==> src/rtl/ysyx_25020037_axi_arbiter.sv <==
// Two-master / one-slave AXI4 arbiter: IFU (m0, read-only) and LSU (m1, read+write)
// share one slave port, one transaction at a time, round-robin on simultaneous requests.
module ysyx_25020037_axi_arbiter (
  input  logic        clk,
  input  logic        rst,
  // m0 (IFU) AR / R
  input  logic        m0_arvalid,
  input  logic [31:0] m0_araddr,
  input  logic [3:0]  m0_arid,
  input  logic [7:0]  m0_arlen,
  input  logic [2:0]  m0_arsize,
  input  logic [1:0]  m0_arburst,
  output logic        m0_arready,
  output logic        m0_rvalid,
  output logic [31:0] m0_rdata,
  output logic [1:0]  m0_rresp,
  output logic        m0_rlast,
  output logic [3:0]  m0_rid,
  input  logic        m0_rready,
  // m1 (LSU) AR / R
  input  logic        m1_arvalid,
  input  logic [31:0] m1_araddr,
  input  logic [3:0]  m1_arid,
  input  logic [7:0]  m1_arlen,
  input  logic [2:0]  m1_arsize,
  input  logic [1:0]  m1_arburst,
  output logic        m1_arready,
  output logic        m1_rvalid,
  output logic [31:0] m1_rdata,
  output logic [1:0]  m1_rresp,
  output logic        m1_rlast,
  output logic [3:0]  m1_rid,
  input  logic        m1_rready,
  // m1 (LSU) AW / W / B
  input  logic        m1_awvalid,
  input  logic [31:0] m1_awaddr,
  input  logic [3:0]  m1_awid,
  input  logic [7:0]  m1_awlen,
  input  logic [2:0]  m1_awsize,
  input  logic [1:0]  m1_awburst,
  output logic        m1_awready,
  input  logic        m1_wvalid,
  input  logic [31:0] m1_wdata,
  input  logic [3:0]  m1_wstrb,
  input  logic        m1_wlast,
  output logic        m1_wready,
  output logic        m1_bvalid,
  output logic [1:0]  m1_bresp,
  output logic [3:0]  m1_bid,
  input  logic        m1_bready,
  // slave side
  output logic        s_arvalid,
  output logic [31:0] s_araddr,
  output logic [3:0]  s_arid,
  output logic [7:0]  s_arlen,
  output logic [2:0]  s_arsize,
  output logic [1:0]  s_arburst,
  input  logic        s_arready,
  input  logic        s_rvalid,
  input  logic [31:0] s_rdata,
  input  logic [1:0]  s_rresp,
  input  logic        s_rlast,
  input  logic [3:0]  s_rid,
  output logic        s_rready,
  output logic        s_awvalid,
  output logic [31:0] s_awaddr,
  output logic [3:0]  s_awid,
  output logic [7:0]  s_awlen,
  output logic [2:0]  s_awsize,
  output logic [1:0]  s_awburst,
  input  logic        s_awready,
  output logic        s_wvalid,
  output logic [31:0] s_wdata,
  output logic [3:0]  s_wstrb,
  output logic        s_wlast,
  input  logic        s_wready,
  input  logic        s_bvalid,
  input  logic [1:0]  s_bresp,
  input  logic [3:0]  s_bid,
  output logic        s_bready
);

  typedef enum logic [1:0] {ST_IDLE, ST_RD, ST_WR} state_t;

  state_t r_state, w_state_nxt;
  logic   r_owner, w_owner_nxt;
  logic   r_last_grant, w_last_grant_nxt;
  logic   w_req0, w_req1, w_win, w_own_rready;

  assign w_req0       = m0_arvalid;
  assign w_req1       = m1_arvalid | m1_awvalid;
  // On a tie the master that did not win last time takes the grant.
  assign w_win        = (w_req0 & w_req1) ? ~r_last_grant : w_req1;
  assign w_own_rready = r_owner ? m1_rready : m0_rready;

  always_ff @(posedge clk) begin
    if (rst) begin
      r_state      <= ST_IDLE;
      r_owner      <= 1'b0;
      r_last_grant <= 1'b1;
    end else begin
      r_state      <= w_state_nxt;
      r_owner      <= w_owner_nxt;
      r_last_grant <= w_last_grant_nxt;
    end
  end

  always_comb begin
    w_state_nxt      = r_state;
    w_owner_nxt      = r_owner;
    w_last_grant_nxt = r_last_grant;

    m0_arready = 1'b0;
    m0_rvalid  = 1'b0;
    m0_rdata   = '0;
    m0_rresp   = '0;
    m0_rlast   = 1'b0;
    m0_rid     = '0;
    m1_arready = 1'b0;
    m1_rvalid  = 1'b0;
    m1_rdata   = '0;
    m1_rresp   = '0;
    m1_rlast   = 1'b0;
    m1_rid     = '0;
    m1_awready = 1'b0;
    m1_wready  = 1'b0;
    m1_bvalid  = 1'b0;
    m1_bresp   = '0;
    m1_bid     = '0;
    s_arvalid  = 1'b0;
    s_araddr   = '0;
    s_arid     = '0;
    s_arlen    = '0;
    s_arsize   = '0;
    s_arburst  = '0;
    s_rready   = 1'b0;
    s_awvalid  = 1'b0;
    s_awaddr   = '0;
    s_awid     = '0;
    s_awlen    = '0;
    s_awsize   = '0;
    s_awburst  = '0;
    s_wvalid   = 1'b0;
    s_wdata    = '0;
    s_wstrb    = '0;
    s_wlast    = 1'b0;
    s_bready   = 1'b0;

    case (r_state)
      ST_IDLE: begin
        if (w_req0 | w_req1) begin
          w_owner_nxt      = w_win;
          w_last_grant_nxt = w_win;
          // An LSU holding both AR and AW is served read-first.
          w_state_nxt      = (w_win & ~m1_arvalid) ? ST_WR : ST_RD;
        end
      end
      ST_RD: begin
        if (!r_owner) begin
          s_arvalid  = m0_arvalid;
          s_araddr   = m0_araddr;
          s_arid     = m0_arid;
          s_arlen    = m0_arlen;
          s_arsize   = m0_arsize;
          s_arburst  = m0_arburst;
          m0_arready = s_arready;
          m0_rvalid  = s_rvalid;
          m0_rdata   = s_rdata;
          m0_rresp   = s_rresp;
          m0_rlast   = s_rlast;
          m0_rid     = s_rid;
        end else begin
          s_arvalid  = m1_arvalid;
          s_araddr   = m1_araddr;
          s_arid     = m1_arid;
          s_arlen    = m1_arlen;
          s_arsize   = m1_arsize;
          s_arburst  = m1_arburst;
          m1_arready = s_arready;
          m1_rvalid  = s_rvalid;
          m1_rdata   = s_rdata;
          m1_rresp   = s_rresp;
          m1_rlast   = s_rlast;
          m1_rid     = s_rid;
        end
        s_rready = w_own_rready;
        if (s_rvalid & w_own_rready & s_rlast) w_state_nxt = ST_IDLE;
      end
      ST_WR: begin
        s_awvalid  = m1_awvalid;
        s_awaddr   = m1_awaddr;
        s_awid     = m1_awid;
        s_awlen    = m1_awlen;
        s_awsize   = m1_awsize;
        s_awburst  = m1_awburst;
        m1_awready = s_awready;
        s_wvalid   = m1_wvalid;
        s_wdata    = m1_wdata;
        s_wstrb    = m1_wstrb;
        s_wlast    = m1_wlast;
        m1_wready  = s_wready;
        m1_bvalid  = s_bvalid;
        m1_bresp   = s_bresp;
        m1_bid     = s_bid;
        s_bready   = m1_bready;
        if (s_bvalid & m1_bready) w_state_nxt = ST_IDLE;
      end
      default: w_state_nxt = ST_IDLE;
    endcase
  end

endmodule
==> config.mk <==
export PLATFORM = sky130hd
export DESIGN_NAME = ysyx_25020037_axi_arbiter
export DESIGN_NICKNAME = d
export VERILOG_FILES = /design/src/rtl/ysyx_25020037_axi_arbiter.sv
export SDC_FILE = /design/constraint.sdc
export NUM_CORES = 1
export LEC_CHECK = 0
export BUFFER_PORTS_ARGS = -buffer_cell sky130_fd_sc_hd__buf_2
export CORE_AREA = 2 2 185 187
export CTS_BUF_LIST = sky130_fd_sc_hd__clkbuf_16
export CTS_CLUSTER_DIAMETER = 120
export DETAILED_ROUTE_END_ITERATION = 10
export DIE_AREA = 0 0 187 189
export SLEW_MARGIN = 20
export SYNTH_ARGS = -nofsm -noshare
export SYNTH_HDL_FRONTEND = slang
export SYNTH_SLANG_ARGS = --single-unit
==> constraint.sdc <==
create_clock -name clk -period 1.9 [get_ports clk]
set_input_delay 0.285 -clock clk [delete_from_list [all_inputs] [get_ports clk]]
set_output_delay 0.285 -clock clk [all_outputs]
set_load 0.05 [all_outputs]
==> flow_summary.json, run 1 <==
{
  "vias_per_cell": 3.46,
  "detail-route-antenna-nets": 0,
  "layoutNonFillerInstCount": 1266,
  "cts_tree": "done",
  "max_stage_delay_ns": 0.33,
  "grt_max_degree": 61,
  "finalPower_mw": 2.85,
  "pwr-share-comb": 0.838,
  "syn-mean-instance-area_sq_um": 6.49,
  "yosysWarnings": 0,
  "drt_iter0_markers": 100,
  "cts.clk_slew.worst_paths_ns": 0.03,
  "min_path_type": "in -> reg",
  "gp_congestion": 0.956,
  "slew_headroom": 0.771,
  "setup_viol": 0,
  "power.internal_mw": 1.15,
  "synth_top_area_frac": 0.362,
  "seqPwrFrac": 0.044,
  "fmax_mhz": 558,
  "num-fill-cells": 3770,
  "cap_violations": 0,
  "final_cell_mix": "buf_2 (391), and2_1 (130), nor2_1 (53), mux2i_1 (51)",
  "vias": 4380,
  "crit_fanout": 41,
  "final_util": 0.182,
  "htree_levels": 1,
  "synth_fp_nets": 589,
  "dp_hpwl_mm": 16.5,
  "min_period_ns": 1.79,
  "clock_skew_ns": 0.00304,
  "placedCellCount": 1243,
  "antenna_found_initial": 20,
  "chipHeight_um": 189,
  "hold_slack_ns": 0.285,
  "cts_sinks": 4,
  "grt_pass1_vias": 4142,
  "area_growth_pct": 170,
  "switching_power_mw": 1.70,
  "clkLatencyLatePin_ns": 0.23,
  "hold_viol": 0,
  "nets": 1049,
  "finalWorstSetupSlack_ns": 0.109,
  "postCtsHoldBufs": 0,
  "yosysTopAreaCell": "and2_1",
  "ios": 474,
  "clockBufferDepth": 2,
  "crit_type": "reg -> out",
  "initial_core_util": 0.0674,
  "worstPathArrival_ns": 1.51,
  "powerDensity_mw_per_mm2": 470,
  "cp.required_ns": 1.62,
  "die_x_um": 187,
  "grt_overflow": 0,
  "ir_drop_mv": 0.243,
  "cpLargestDelayFamily": "simple AND/OR/NAND/NOR gates",
  "io_buffer_count": 473,
  "core_sq_mm": 0.0333,
  "crit_path_end_kind": "output port",
  "cts-root-buf": "clkbuf_16",
  "swShare": 0.596,
  "fp-row-count": 67,
  "critPathBufInv": 2,
  "drc": 0,
  "power.share.clock": 0.118,
  "placed_area_sq_mm": 0.00574,
  "wl_per_cell_um": 14.9,
  "status": "finished, final reports clean",
  "synthTopCellsByArea": "and2_1 (36%), mux2i_1 (23%), and3_1 (11%), nor2_1 (8.9%), clkbuf_1 (4.0%)",
  "rsz0062_at_grt": "no",
  "cp_cell_sequence": "nand2b_2, nor2_4, buf_12, and2_1, buf_2",
  "mappedNetlistArea_sq_mm": 0.00224,
  "startpoint_type": "flip-flop",
  "dieArea_sq_mm": 0.0353,
  "syn_inst": 346,
  "ys_ff_latch": 4,
  "synth_cell_types": 27,
  "p_leak_nw": 3.45,
  "grt_pass1_wl_mm": 25.5,
  "wirelength_mm": 18.8,
  "timing.final.crit_share": 0.943,
  "worstMarginPinSlew_ns": 0.339,
  "dp_slack_ns": 0.225,
  "seq_area_frac_synth": 0.0357,
  "numCtsBuffers": 3,
  "grt.total_usage": 0.0955,
  "drive_above_1_share": 0.636,
  "post-route-cell-area_sq_mm": 0.00607,
  "firstDrtPassIters": 4,
  "slew_violations": 0,
  "final_common_cell": "buf_2",
  "tns_ns": 0,
  "cp_slowest_cell": "dfxtp_2"
}
cells in the mapped netlist:
cell      number
nor4_1         1
nand3b_1       1
and2b_2        1
nor2b_2        1
a311o_2        1
a21oi_1        2
nand4_1        1
nor3_1         1
o21ai_0        1
dfxtp_1        4
inv_1          1
buf_4          4
buf_2          6
clkbuf_1      24
and3_1        41
a221o_1        1
and2_1       130
nand2_1        5
a21oi_2        1
and2_2         9
nor2_1        53
nand2b_1       1
nor2_4         1
buf_6          2
a211o_1        1
or3b_1         1
mux2i_1       51
metal layers:
layer | vias up | GRT usage | routed length, um
met4 | 10 | 0.0345 | 634
met2 | 327 | 0.171 | 9200
li1 | 2063 | - | -
met3 | 40 | 0.0508 | 2510
met5 | - | 0.00275 | 67
met1 | 1940 | 0.0931 | 6420
path summary, 6_finish.rpt:
| kind | startpoint | to | slack (ns) | cells past startpoint |
|---|---|---|---|---|
| worst max-delay path | r_state[1] | m0_rdata[4] | 0.11 | 5 |
| worst min-delay path | rst | r_state[1] | 0.28 | 2 |
| worst max register to register | r_owner | r_state[0] | 0.45 | 5 |
| worst min register to register | r_last_grant | r_last_grant | 0.50 | 1 |
state kept, by name, summed over array words and instances, names as in the netlist:
| signal | count |
|---|---|
| r_state | 2 |
| r_owner | 1 |
| r_last_grant | 1 |
power groups by stage:
stage	Combinational [mW]	Sequential [mW]	Clock, mW
after global routing	2.52	0.130	0.356
after global placement	2.30	0.138	0
after detailed placement	2.33	0.140	0
final	2.39	0.127	0.336
after CTS	2.36	0.129	0.345
after floorplan	1.57	0.103	0
cell families after synthesis:
group / after synthesis / synth area share
flip-flops: 4 / 0.0357
AND/OR/NAND/NOR: 247 / 0.634
AO/OA/AOI/OAI: 7 / 0.0240
multiplexers: 51 / 0.227
buffers and inverters: 37 / 0.0786
cell type report:
| cell class | count | area [sq um] | share of cell area |
|---|---|---|---|
| antenna | 13 | 32.5 | 0.00536 |
| clock buffer | 3 | 75.1 | 0.0124 |
| clock inverter | 1 | 3.75 | 0.000618 |
| inverter | 1 | 3.75 | 0.000618 |
| multi-input combinational | 305 | 2000 | 0.329 |
| sequential | 4 | 86.3 | 0.0142 |
| tap | 448 | 561 | 0.0923 |
| timing repair buffer | 491 | 3310 | 0.546 |
what timing repair did:
item                                    4_1_cts  5_1_grt
endpoints found under the setup margin        7      127
resized for setup                             0       48
gates cloned                                  0        2
setup buffers                                 1        3
Power figures use the tool's default switching activity.
==> inputs of run 2 (changes only) <==
Settings changed: CELL_PAD_IN_SITES_DETAIL_PLACEMENT set to 2, CELL_PAD_IN_SITES_GLOBAL_PLACEMENT set to 2, CORE_AREA 2 2 185 187 to 2 2 182 184, DIE_AREA 0 0 187 189 to 0 0 184 186, PLACE_DENSITY_LB_ADDON set to 0.1.
==> run 2 against run 1 <==
Against the previous run:
- clock power is 1% higher
- hold slack worse by 0.0092 ns
- flip-flop and latch count stayed put
- die area is 3.2% lower
- critical path type unchanged
- via count is 3.3% lower
- sequential power is 4% lower
- count of clock-buffer cells in the layout stayed put
- fmax is 2.3% lower
- highest routed layer unchanged
- register-to-register slack worse by 0.06 ns
- utilization is 1.2 points lower
==> flow_summary.json, run 2 (synthesized netlist as in run 1, its figures left out) <==
{
  "firstDrtPassIters": 4,
  "startpoint_type": "flip-flop",
  "cp_slowest_cell": "dfxtp_2",
  "initial_core_util": 0.0697,
  "worstMarginPinSlew_ns": 0.375,
  "setup.worst_path.start": "r_state[1]",
  "max_stage_delay_ns": 0.37,
  "power.share.clock": 0.122,
  "area_growth_pct": 145,
  "ios": 474,
  "hold_slack_ns": 0.276,
  "cts_sinks": 4,
  "regMostFlops": "r_state",
  "placed_area_sq_mm": 0.00517,
  "post-route-cell-area_sq_mm": 0.00549,
  "power.internal_mw": 1.09,
  "final_common_cell": "buf_2",
  "largest_register_ffs": 2,
  "cap_violations": 0,
  "fp-row-count": 66,
  "clkLatencyLatePin_ns": 0.23,
  "grt_pass1_vias": 4495,
  "gp_congestion": 0.733,
  "drc": 0,
  "min_path_type": "in -> reg",
  "timing.rr.start": "r_owner",
  "swShare": 0.612,
  "io_buffer_count": 473,
  "hold_path_startpoint": "rst",
  "seqPwrFrac": 0.044,
  "wl_per_cell_um": 17.0,
  "status": "finished, final reports clean",
  "dieArea_sq_mm": 0.0342,
  "num-fill-cells": 3957,
  "antenna_found_initial": 4,
  "grt_max_degree": 43,
  "die_x_um": 184,
  "cp_cell_sequence": "nor2b_4, buf_12, and2_1, clkbuf_4",
  "numCtsBuffers": 3,
  "dp_slack_ns": 0.0190,
  "crit_fanout": 37,
  "reg_top3": "r_state (2), r_last_grant (1), r_owner (1)",
  "grt_overflow": 0,
  "timing.final.crit_share": 0.964,
  "slew_headroom": 0.747,
  "p_leak_nw": 3.33,
  "wirelength_mm": 20.6,
  "core_sq_mm": 0.0322,
  "hold_viol": 0,
  "slew_violations": 0,
  "fmax_mhz": 546,
  "nets": 1048,
  "dp_hpwl_mm": 18.2,
  "finalPower_mw": 2.80,
  "min_period_ns": 1.83,
  "chipHeight_um": 186,
  "cts.clk_slew.worst_paths_ns": 0.03,
  "vias_per_cell": 3.49,
  "tns_ns": 0,
  "ir_drop_mv": 0.139,
  "cts_tree": "done",
  "crit_path_end_kind": "output port",
  "detail-route-antenna-nets": 0,
  "grt.total_usage": 0.110,
  "crit_type": "reg -> out",
  "pwr-share-comb": 0.835,
  "setup_viol": 0,
  "final_cell_mix": "buf_2 (389), and2_1 (130), clkbuf_4 (59), nor2_1 (53), mux2i_1 (50)",
  "worstPathArrival_ns": 1.55,
  "grt_pass1_wl_mm": 28.0,
  "cts-root-buf": "clkbuf_16",
  "powerDensity_mw_per_mm2": 510,
  "switching_power_mw": 1.71,
  "vias": 4235,
  "finalWorstSetupSlack_ns": 0.0675,
  "htree_levels": 1,
  "drive_above_1_share": 0.637,
  "clock_skew_ns": 0.00200,
  "cp.required_ns": 1.62,
  "drt_iter0_markers": 80,
  "clockBufferDepth": 2
}
## run 2: cell types whose count changed in the layout (fill, tap and decap cells not counted), sizes merged
| cell | previous run | this run |
|---|---|---|
| buf | 444 | 431 |
| clkbuf | 50 | 62 |
| diode | 13 | 2 |
## run 2: power by group through the flow
| stage | registers (mW) | logic, mW | clock network, mW |
|---|---|---|---|
| 2_1_floorplan | 0.103 | 1.57 | 0 |
| 3_3_place_gp | 0.123 | 2.34 | 0 |
| 3_5_place_dp | 0.124 | 2.33 | 0 |
| 4_1_cts | 0.124 | 2.34 | 0.349 |
| 5_1_grt | 0.127 | 2.49 | 0.355 |
| 6_report | 0.122 | 2.34 | 0.340 |
## run 2: layout make-up
| type | count | area (sq um) | area share |
|---|---|---|---|
| multi-input combinational | 305 | 2000 | 0.364 |
| inverter | 1 | 3.75 | 0.000684 |
| sequential | 4 | 86.3 | 0.0157 |
| clock inverter | 1 | 3.75 | 0.000684 |
| antenna | 2 | 5.00 | 0.000912 |
| tap | 408 | 510 | 0.0930 |
| clock buffer | 3 | 75.1 | 0.0137 |
| timing repair buffer | 490 | 2810 | 0.511 |
## run 2: per-layer routing
metal | global-route usage | part of all wire
met1 | 0.0985 | 0.31
met2 | 0.227 | 0.56
met3 | 0.0444 | 0.12
met4 | 0.0208 | 0.010
met5 | 0 | 0.0016
## run 2: worst paths after layout
kind	to	slack, ns	cells after the start
worst max-delay path	s_wdata[7]	0.07	4
worst min-delay path	r_owner	0.28	2
worst max register to register	r_state[0]	0.39	5
worst min register to register	r_last_grant	0.50	1
## run 2: stage by stage
step	cells	util
5_1_grt	1214	0.170
4_1_cts	1212	0.164
3_3_place_gp	1205	0.160
3_5_place_dp	1205	0.160
2_1_floorplan	346	-
6_report	1214	0.170
## run 2: timing repair
item | 4_1_cts | 5_1_grt
gates resized for setup | 5 | 104
setup endpoints to repair | 136 | 82
setup buffers | 3 | 0
endpoints found under the hold margin | 0 | 0
cloned | 0 | 0
hold buffers | 0 | 0
## run 2: critical path: cells and delay by family, from the launching register on
kind | cells | cell delay (ns)
AND/OR/NAND/NOR | 2 | 0.48
buffers and inverters | 2 | 0.46
flip-flops | 1 | 0.37
==> inputs of run 3 (changes only) <==
Settings changed: CTS_BUF_LIST sky130_fd_sc_hd__clkbuf_16 to unset.
==> run 3 against run 2 <==
Against the previous run:
- sequential power barely moved
- first-iteration DRC count unchanged
- power increased by 0.18%
==> flow_summary.json, run 3 (synthesized netlist as in run 1, its figures left out) <==
{
  "cp_slowest_cell": "dfxtp_2",
  "worstPathArrival_ns": 1.55,
  "drt_iter0_markers": 80,
  "cts.clk_slew.worst_paths_ns": 0.03,
  "area_growth_pct": 145,
  "powerDensity_mw_per_mm2": 511,
  "slew_headroom": 0.747,
  "fp-row-count": 66,
  "final_util": 0.170,
  "num-fill-cells": 3957,
  "min_period_ns": 1.83,
  "final_common_cell": "buf_2",
  "busiest_layer": "met2",
  "status": "finished, final reports clean",
  "setup_viol": 0,
  "die_x_um": 184,
  "drive_above_1_share": 0.637,
  "min_path_type": "in -> reg",
  "antenna_found_initial": 4,
  "timing.final.crit_share": 0.964,
  "worstMarginPinSlew_ns": 0.375,
  "crit_type": "reg -> out",
  "crit_path_end_kind": "output port",
  "ios": 474,
  "grt.total_usage": 0.110,
  "grt_overflow": 0,
  "grt_pass1_wl_mm": 28.0,
  "cts-root-buf": "clkbuf_16",
  "io_buffer_count": 473,
  "p_leak_nw": 3.32,
  "wl_per_cell_um": 17.0,
  "chipHeight_um": 186,
  "clkLatencyLatePin_ns": 0.23,
  "use_met1": 0.0985,
  "grt_pass1_vias": 4495,
  "cp_cell_sequence": "nor2b_4, buf_12, and2_1, clkbuf_4",
  "critPathBufInv": 2,
  "vias": 4234,
  "core_sq_mm": 0.0322,
  "numCtsBuffers": 3,
  "ff_latch_area_sq_um": 86.3,
  "wirelength_mm": 20.6,
  "cp.required_ns": 1.62,
  "gp_congestion": 0.733,
  "regMostFlops": "r_state",
  "met2_usage": 0.227,
  "tns_ns": 0,
  "multiInputGateArea_sq_mm": 0.00200,
  "fmax_mhz": 546,
  "cts_sinks": 4,
  "detail-route-antenna-nets": 0,
  "cap_violations": 0,
  "postCtsHoldBufs": 0,
  "firstDrtPassIters": 4,
  "setup.worst_path.start": "r_state[1]",
  "htree_levels": 1,
  "initial_core_util": 0.0697,
  "cpLargestDelayFamily": "simple AND/OR/NAND/NOR gates",
  "timing.rr.start": "r_owner",
  "dp_hpwl_mm": 18.2,
  "dieArea_sq_mm": 0.0342,
  "largest_register_ffs": 2,
  "vias_per_cell": 3.49,
  "max_stage_delay_ns": 0.37,
  "hold_path_startpoint": "rst",
  "clock_skew_ns": 0.00170,
  "final_cell_mix": "buf_2 (389), and2_1 (130), clkbuf_4 (59), nor2_1 (53), mux2i_1 (50)",
  "drc": 0,
  "hold_viol": 0,
  "reg_top3": "r_state (2), r_last_grant (1), r_owner (1)",
  "slew_violations": 0,
  "crit_fanout": 37,
  "nets": 1048,
  "clockBufferDepth": 2,
  "grt_max_degree": 43,
  "ir_drop_mv": 0.139,
  "startpoint_type": "flip-flop",
  "cts_tree": "done",
  "met3_usage": 0.0444
}
## run 3: changes by cell type in the layout (fill, tap and decap cells not counted)
cell | before | now
inv_1 | 2 | 1
clkbuf_1 | 0 | 1
## run 3: layout make-up
cell class              count  area share
repair buffers            490       0.511
multi-input cells         305       0.364
well taps                 408      0.0930
flip-flops and latches      4      0.0157
clock buffers               4      0.0144
diodes                      2    0.000912
inverters                   1    0.000684
## run 3: per-layer routing
metal  part of all wire  vias to the layer above
li1                   -                     2036
met1               0.31                     1918
met2               0.56                      264
met3               0.12                       12
met4              0.010                        4
met5             0.0016                        -
## run 3: where the power goes
group / internal (mW) / switching, mW
Sequential: 0.0965 / 0.0253
Combinational: 0.717 / 1.62
Clock: 0.278 / 0.0675
## run 3: through the flow
stage               total power, mW  cells  hold slack (ns)  instance area, sq um  setup WS (ns)
floorplan                      1.67    346            0.354                  2240         0.0404
global placement               2.46   1205            0.503                  5170         0.0120
detailed placement             2.46   1205            0.486                  5170         0.0190
CTS                            2.82   1212            0.283                  5280         0.0189
global route                   2.98   1214            0.299                  5490        -0.0118
finish                         2.80   1214            0.279                  5490         0.0675
## run 3: worst paths after layout
check,end,slack (ns),cells past startpoint
min,r_owner,0.28,2
max reg2reg,r_state[0],0.39,5
min reg2reg,r_last_grant,0.50,1
max,s_wdata[7],0.07,4
## run 3: what timing repair did
action                                  CTS  global route
buffers inserted                          3             0
resized for setup                         5           104
endpoints found under the setup margin  136            82
cloned                                    0             0
## run 3: worst register-to-register path, stage by stage, from the launching register on
cell and delay, ns:
dfxtp_4 0.45, buf_4 0.23, mux2i_1 0.13, buf_4 0.15
o21ai_0 0.33, a21oi_2 0.09
